**config.mk**
```make
export PLATFORM = sky130hd
export DESIGN_NAME = bcd_conv_scheduler
export DESIGN_NICKNAME = d
export VERILOG_FILES = /design/src/rtl/bcd_conv_scheduler.sv
export SDC_FILE = /design/constraint.sdc
export NUM_CORES = 1
export LEC_CHECK = 0
export ABC_AREA = 0
export CAP_MARGIN = 30
export CORE_MARGIN = 2
export CORE_UTILIZATION = 29
export CTS_CLUSTER_SIZE = 16
export DETAILED_ROUTE_END_ITERATION = 12
export PLACE_DENSITY = 0.61
export SETUP_SLACK_MARGIN = 0.3
export SKIP_CTS_REPAIR_TIMING = 1
export SYNTH_ARGS = -nofsm -noshare
export SYNTH_HDL_FRONTEND = slang
export SYNTH_SLANG_ARGS = --single-unit
```
**constraint.sdc**
```tcl
create_clock -name clk -period 1.6 [get_ports clk]
set_clock_uncertainty 0.05 [all_clocks]
set_input_delay 0.32 -clock clk [delete_from_list [all_inputs] [get_ports clk]]
set_output_delay 0.32 -clock clk [all_outputs]
set_load 0.05 [all_outputs]
```
**src/rtl/bcd_conv_scheduler.sv**
```systemverilog
// Shared iterative double-dabble binary-to-BCD converter with a two-requester
// round-robin front end and a single valid/ready result channel tagged by id.
module bcd_conv_scheduler #(
    parameter int BIN_WIDTH  = 14,
    parameter int NUM_DIGITS = 5
) (
    input  logic                      clk,
    input  logic                      rst,
    input  logic [1:0]                req_valid,
    output logic [1:0]                req_ready,
    input  logic [BIN_WIDTH-1:0]      req_data0,
    input  logic [BIN_WIDTH-1:0]      req_data1,
    output logic                      out_valid,
    input  logic                      out_ready,
    output logic                      out_id,
    output logic [4*NUM_DIGITS-1:0]   out_bcd,
    output logic                      busy
);

    localparam int BCD_W = 4 * NUM_DIGITS;
    localparam int CNT_W = $clog2(BIN_WIDTH + 1);
    localparam logic [CNT_W-1:0] LAST_ITER = CNT_W'(BIN_WIDTH - 1);

    typedef enum logic [1:0] {
        IDLE  = 2'd0,
        SHIFT = 2'd1,
        DONE  = 2'd2
    } state_t;

    state_t                 state_q;
    logic [BCD_W-1:0]       bcd_q;
    logic [BIN_WIDTH-1:0]   bin_q;
    logic [CNT_W-1:0]       cnt_q;
    logic                   prio_q;
    logic                   out_valid_q;
    logic                   out_id_q;
    logic [BCD_W-1:0]       out_bcd_q;

    logic                   grant_any_s;
    logic                   grant_id_s;
    logic [BCD_W-1:0]       bcd_adj_s;
    logic [BCD_W-1:0]       bcd_d;
    logic [BIN_WIDTH-1:0]   bin_d;

    // Nibble correction without carry: 5..9 become 8..12, so the shift yields a valid digit.
    function automatic logic [3:0] dabble_nibble(input logic [3:0] n);
        logic [3:0] r;
        if (n >= 4'd5) begin
            r = n + 4'd3;
        end else begin
            r = n;
        end
        return r;
    endfunction

    // Round-robin pick: prio_q names the requester favoured on a tie.
    always_comb begin
        grant_id_s = 1'b0;
        case (req_valid)
            2'b01:   grant_id_s = 1'b0;
            2'b10:   grant_id_s = 1'b1;
            2'b11:   grant_id_s = prio_q;
            default: grant_id_s = 1'b0;
        endcase
    end

    assign grant_any_s = (state_q == IDLE) && (req_valid != 2'b00) && !rst;

    // One-hot acceptance strobe, only ever asserted from IDLE.
    always_comb begin
        req_ready = 2'b00;
        if (grant_any_s) begin
            req_ready = grant_id_s ? 2'b10 : 2'b01;
        end else begin
            req_ready = 2'b00;
        end
    end

    // One double-dabble iteration: correct every digit, then shift {bcd, bin} left.
    always_comb begin
        bcd_adj_s = '0;
        for (int i = 0; i < NUM_DIGITS; i++) begin
            bcd_adj_s[4*i +: 4] = dabble_nibble(bcd_q[4*i +: 4]);
        end
        bcd_d = {bcd_adj_s[BCD_W-2:0], bin_q[BIN_WIDTH-1]};
        bin_d = {bin_q[BIN_WIDTH-2:0], 1'b0};
    end

    // Control FSM, shifter and registered result channel.
    always_ff @(posedge clk) begin
        if (rst) begin
            state_q     <= IDLE;
            bcd_q       <= '0;
            bin_q       <= '0;
            cnt_q       <= '0;
            prio_q      <= 1'b0;
            out_valid_q <= 1'b0;
            out_id_q    <= 1'b0;
            out_bcd_q   <= '0;
        end else begin
            case (state_q)
                IDLE: begin
                    if (grant_any_s) begin
                        bin_q    <= grant_id_s ? req_data1 : req_data0;
                        bcd_q    <= '0;
                        cnt_q    <= '0;
                        out_id_q <= grant_id_s;
                        prio_q   <= ~grant_id_s;
                        state_q  <= SHIFT;
                    end else begin
                        state_q  <= IDLE;
                    end
                end
                SHIFT: begin
                    bcd_q <= bcd_d;
                    bin_q <= bin_d;
                    cnt_q <= cnt_q + CNT_W'(1);
                    if (cnt_q == LAST_ITER) begin
                        out_bcd_q   <= bcd_d;
                        out_valid_q <= 1'b1;
                        state_q     <= DONE;
                    end else begin
                        state_q     <= SHIFT;
                    end
                end
                DONE: begin
                    if (out_ready) begin
                        out_valid_q <= 1'b0;
                        state_q     <= IDLE;
                    end else begin
                        state_q     <= DONE;
                    end
                end
                default: begin
                    out_valid_q <= 1'b0;
                    state_q     <= IDLE;
                end
            endcase
        end
    end

    assign out_valid = out_valid_q;
    assign out_id    = out_id_q;
    assign out_bcd   = out_bcd_q;
    assign busy      = (state_q != IDLE);

endmodule

```
**After elaboration in Yosys (flattened, before gate mapping)**

Index checks and enable logic that the tools add are counted.

- $add $sub $neg: 6
- Order comparisons: 5
- Equality and inequality tests: 8
- Multiplexer cells: 22
- Bitwise logic cells: 2
- Reductions and logical operators: 11

Operators with widths:

| operator | count |
|---|---|
| $pmux W20 S2 | 1 |
| $mux W14 | 2 |
| $pmux W14 S2 | 1 |
| $ge A4 B3 Y1 const B | 5 |
| $mux W20 | 1 |
| $mux W4 | 5 |
| $add A4 B2 Y4 const B | 4 |
| $mux W2 | 4 |
| $pmux W4 S2 | 1 |
| $eq A2 B2 Y1 const B | 3 |
| $ne A2 B2 Y1 const B | 3 |
| $pmux W2 S3 | 1 |
| $reduce_and A2 Y1 | 3 |
| $reduce_bool A2 Y1 | 3 |
| $add A4 B1 Y4 const B | 1 |
| $eq A4 B4 Y1 const B | 1 |
| $add A3 B2 Y3 const B | 1 |
| $mux W1 | 3 |
| $mux W3 | 1 |
| $pmux W1 S3 | 1 |
| $reduce_and A3 Y1 | 1 |
| $eq A2 B1 Y1 const B | 1 |
| $logic_and A1 B1 Y1 | 2 |
| $logic_not A2 Y1 | 1 |
| other kinds (3) | 4 |

- Register bits after elaboration: 63
- Input port bits: 33
- Output and inout port bits: 25
- Word-level logic and storage cells: 62

**Longest topological paths before layout**

- Word-level depth: 5
- Depth in mapped cells: 7
- Depth with buffers taken out: 6

**Least setup slack after synthesis**

OpenSTA, ideal clock, no wires.

- Path type: flip-flop to flip-flop
- Start: reg state_q[0]
- End: reg bin_q[0]
- Setup time: 0.064 ns
- Arrival time: 2.276 ns
- Data required time: 1.486 ns
- Slack: -0.790 ns
- Stages on the path, launching flop included: 6
- Path buffers: 1
- Period minus slack after synthesis: 2.390 ns
- Cell sequence: dfxtp_1 buf_6 nor2_2 inv_2 nor3_1 a221o_1

- Word-level cells in the longest chain between the ends: 5
- Elaborated cells on any way between the ends: 8
- Those cells by class: eq/ne (2); mux (1); reduce/logical (5)

Ends and longest elaborated chain:

| item | RTL line | source |
|---|---|---|
| start, declared | 30 | `state_t state_q;` |
| start signal, assigned | 92 | `state_q <= IDLE;` |
| start signal, assigned | 109 | `state_q <= SHIFT;` |
| start signal, assigned | 111 | `state_q <= IDLE;` |
| $logic_not A2 Y1 | 67, 101 |  |
| $logic_and A1 B1 Y1 (2 in a row) | 67 | `assign grant_any_s = (state_q == IDLE) && (req_valid != 2'b00) && !rst;` |
| $ne A2 B2 Y1 (no line) | -- |  |
| $reduce_and A2 Y1 (no line) | -- |  |
| end signal, assigned | 104 | `bin_q <= grant_id_s ? req_data1 : req_data0;` |
| end signal, assigned | 116 | `bin_q <= bin_d;` |
| end, declared | 32 | `logic [BIN_WIDTH-1:0] bin_q;` |

Parallel ways exist; a longest one is shown, timed or not.
A chain may end at the register's enable or synchronous reset.

**Worst setup path in the final report**

- Start: reg state_q[0]
- End: out req_ready[1]

- Word-level cells in the longest chain between the ends: 4

Ends and longest elaborated chain:

| item | RTL line | source |
|---|---|---|
| $logic_not A2 Y1 | 67 |  |
| $logic_and A1 B1 Y1 (2 in a row) | 67 |  |
| $mux W2 | 72 | `if (grant_any_s) begin` |
| end, declared | 10 | `output logic [1:0] req_ready,` |

No other way between the ends.

==> impl_results.md <==
* Die Ht at 107 um
* EDFF count, synth at 0
* Register area at 1300 sq um
* CP arrival at roughly 1500 ps
* Dpl hpwl at 6350 um
* Syn Area/Cell at approximately 8.9 sq um
* Final Hold Vio Count at 0
* Final setup margin at -270 ps
* First-pass GRT wire length at around 15000 um
* Clock latency on the worst-skew pair at 350 ps
* Async set-or-reset flop fraction in the synthesized netlist at 0%
* Placer Congestion at 0.912
* Post-synth cell types at 45
* Antenna violations before repair at 0
* Final period util at 117%
* Crit path largest cell delay at 360 ps
* Tightest Pin Transition at 399 ps
* Critical path class: register to output port
* Vias per cell at 5.10
* Worst min-delay path class: register to register
* Final setup violation count at 3
* Worst hold slack at 429 ps
* H-tree Lvls at 3
* Initial drt markers at about 110
* Power per Cell Area at 670 nW/um^2
* Post-Synthesis Cells at 347
* Number of diodes at 0
* DR pass1 iterations at 4
* Most frequent cells in the layout: dfxtp_1 (39), buf_4 (36), buf_12 (30)
* CTS tree: done
* Share of post-route cells with drive strength above 1 at 48.9%
* Clk slew on worst S/H paths at about 80 ps
* Clock root buffer: clkbuf_8
* YS warnings at 0
* Leak at 2.03 nW
* Fillcell total at between 800 and 900
* Critical path's most frequent cell: buf_12
* Critical Path Start Type: register
* Peak VDD IR at 333 uV
* Max clock buf depth at 2
* Syn Std Cell Area at 3070 sq um
* Critical path capture point type: output port
* P&R area growth vs syn at 76.6%
* Largest net degree at the start of global routing at 28
* Final nets at roughly 500
* Sink Count at 63
* #FFs+latches synth at 63
* Status: finished with violations
* WL per Instance at 16.6 um
* Worst slew margin at ~73%
* Fmax at 0.535 GHz
* Fin. max-slew vios at 0
* Via count of the first global-routing pass at 2923
* CP required at between 1000 and 1500 ps
* DR vias at between 3000 and 4000
* Max_cap viols at 0
* Multi-input logic area at 2220 sq um
* Routed Antenna Nets at 0
* Total Routing Usage GR at 16.0%
* Io pins at 58
* Failing checks: setup timing
* Row count at 37
* Routed Wire Length at between 9000 and 10000 um
* Synthesized Nets at roughly 390
* Ys flop type: dfxtp_1
* IO Port Bufs at 57
* Crit path cell chain: buf_12, nor2_4, buf_6, inv_8, nor3_4, buf_12
* Core box area at 10300 sq um
* Die X at 107 um
* Fin crit period at 1870 ps
* Die area at roughly 11000 sq um
* Sequential fraction of the synthesis area at between 40% and 50%
* Critical path peak fanout at 4
* Total CTS buffers at 9
* RSZ-0062 raised after global routing: true
* DR DRC count at 0
* Slowest cell on crit path: dfxtp_4
* Dpl ws at -476 ps
* Grt ovf at 0
* Commonest non-fill, non-tap cell in the layout: dfxtp_1
* Starting Density at 29.8%
[cells by family (layout without fill, tap and decap cells)]
family          count (synthesis)  count (layout)  share of synthesized area, %
simple gates                  111             111                          19.8
mux                             7               7                          2.48
buf+inv                        41             150                          6.15
fa+ha+maj                      12              12                          4.89
compound gates                108             108                          24.2
xor+xnor                        5               5                          1.43
flops                          63              63                          41.1
[through the flow]
stage | std cells | TNS, ps | power (mW) | utilization, % | cell area (sq um)
after CTS | 564 | -1200 | 3.58 | 45.6 | 4710
final | 592 | -600 | 3.63 | 52.6 | 5430
after floorplan | 347 | 0 | 1.91 | - | 3380
after global routing | 592 | -844 | 3.76 | 52.6 | 5430
after detailed placement | 548 | -13540 | 2.13 | 43.6 | 4500
after global placement | 548 | -12910 | 2.13 | 43.6 | 4500
[report_power, final]
group	switching [mW]	internal, mW
sequential	0.0359	1.61
combinational	0.250	0.272
clock	0.661	0.809
total	0.947	2.69
[per-layer routing]
layer  track usage [%]  vias to the layer above  wire length [um]  share of wire, %
met3              3.65                       13               576               5.9
met5                 0                        -                 0                 0
li1                  -                     1478                 -                 -
met2              24.8                       93              4580                47
met4              5.01                        0               162               1.7
met1              22.1                     1435              4480                46
[path summary, 6_finish.rpt]
kind / start / endpoint / slack [ps] / cells after the start
setup / recovery: state_q[0]$_SDFF_PP0_ / req_ready[1] / -270 / 6
setup reg to reg: state_q[0]$_SDFF_PP0_ / bin_q[13]$_SDFFE_PP0P_ / 20 / 8
hold / removal: bcd_q[13]$_SDFFE_PP0P_ / bcd_q[13]$_SDFFE_PP0P_ / 430 / 1
hold reg to reg: bcd_q[13]$_SDFFE_PP0P_ / bcd_q[13]$_SDFFE_PP0P_ / 430 / 1
[cells in the mapped netlist (all sizes together), types with 3 or more instances]
library cell / instances / area (sq um)
o22ai: 9 / 56.3
a21oi: 33 / 165
a211oi: 18 / 135
o31ai: 6 / 45.0
nand2: 9 / 41.3
nor3b: 10 / 75.1
o21ai: 9 / 45.0
ha: 12 / 150
nor3: 6 / 41.3
mux2: 5 / 56.3
clkbuf: 6 / 22.5
a221o: 6 / 60.1
o2bb2ai: 13 / 114
a211o: 5 / 43.8
dfxtp: 63 / 1260
nand4: 6 / 37.5
buf: 16 / 95.1
nor2: 42 / 163
inv: 19 / 71.3
nand2b: 19 / 126
nand3b: 6 / 45.0
nand3: 3 / 15.0
a32oi: 5 / 43.8
and3: 3 / 18.8
xnor2: 5 / 43.8
[state kept, by name, indices dropped and copies added (netlist names)]
| signal | flops |
|---|---|
| state_q | 2 |
| out_id | 1 |
| cnt_q | 4 |
| bin_q | 14 |
| out_bcd | 20 |
| out_valid | 1 |
| prio_q | 1 |
| bcd_q | 20 |
[area by class of cell]
| type | instances | area share, % |
|---|---|---|
| clock buffer | 11 | 2.81 |
| tap | 136 | 3.14 |
| timing repair buffer | 115 | 26.5 |
| clock inverter | 5 | 1.01 |
| inverter | 19 | 1.64 |
| sequential | 63 | 24.0 |
| multi-input combinational | 243 | 40.9 |
[worst max-delay path, delay by kind of cell (launching register included)]
family                 cells  cell delay (ps)
buffers and inverters      4              470
AND/OR/NAND/NOR            2              330
flip-flops                 1              360
No activity file was read; power rests on OpenSTA's default activity.
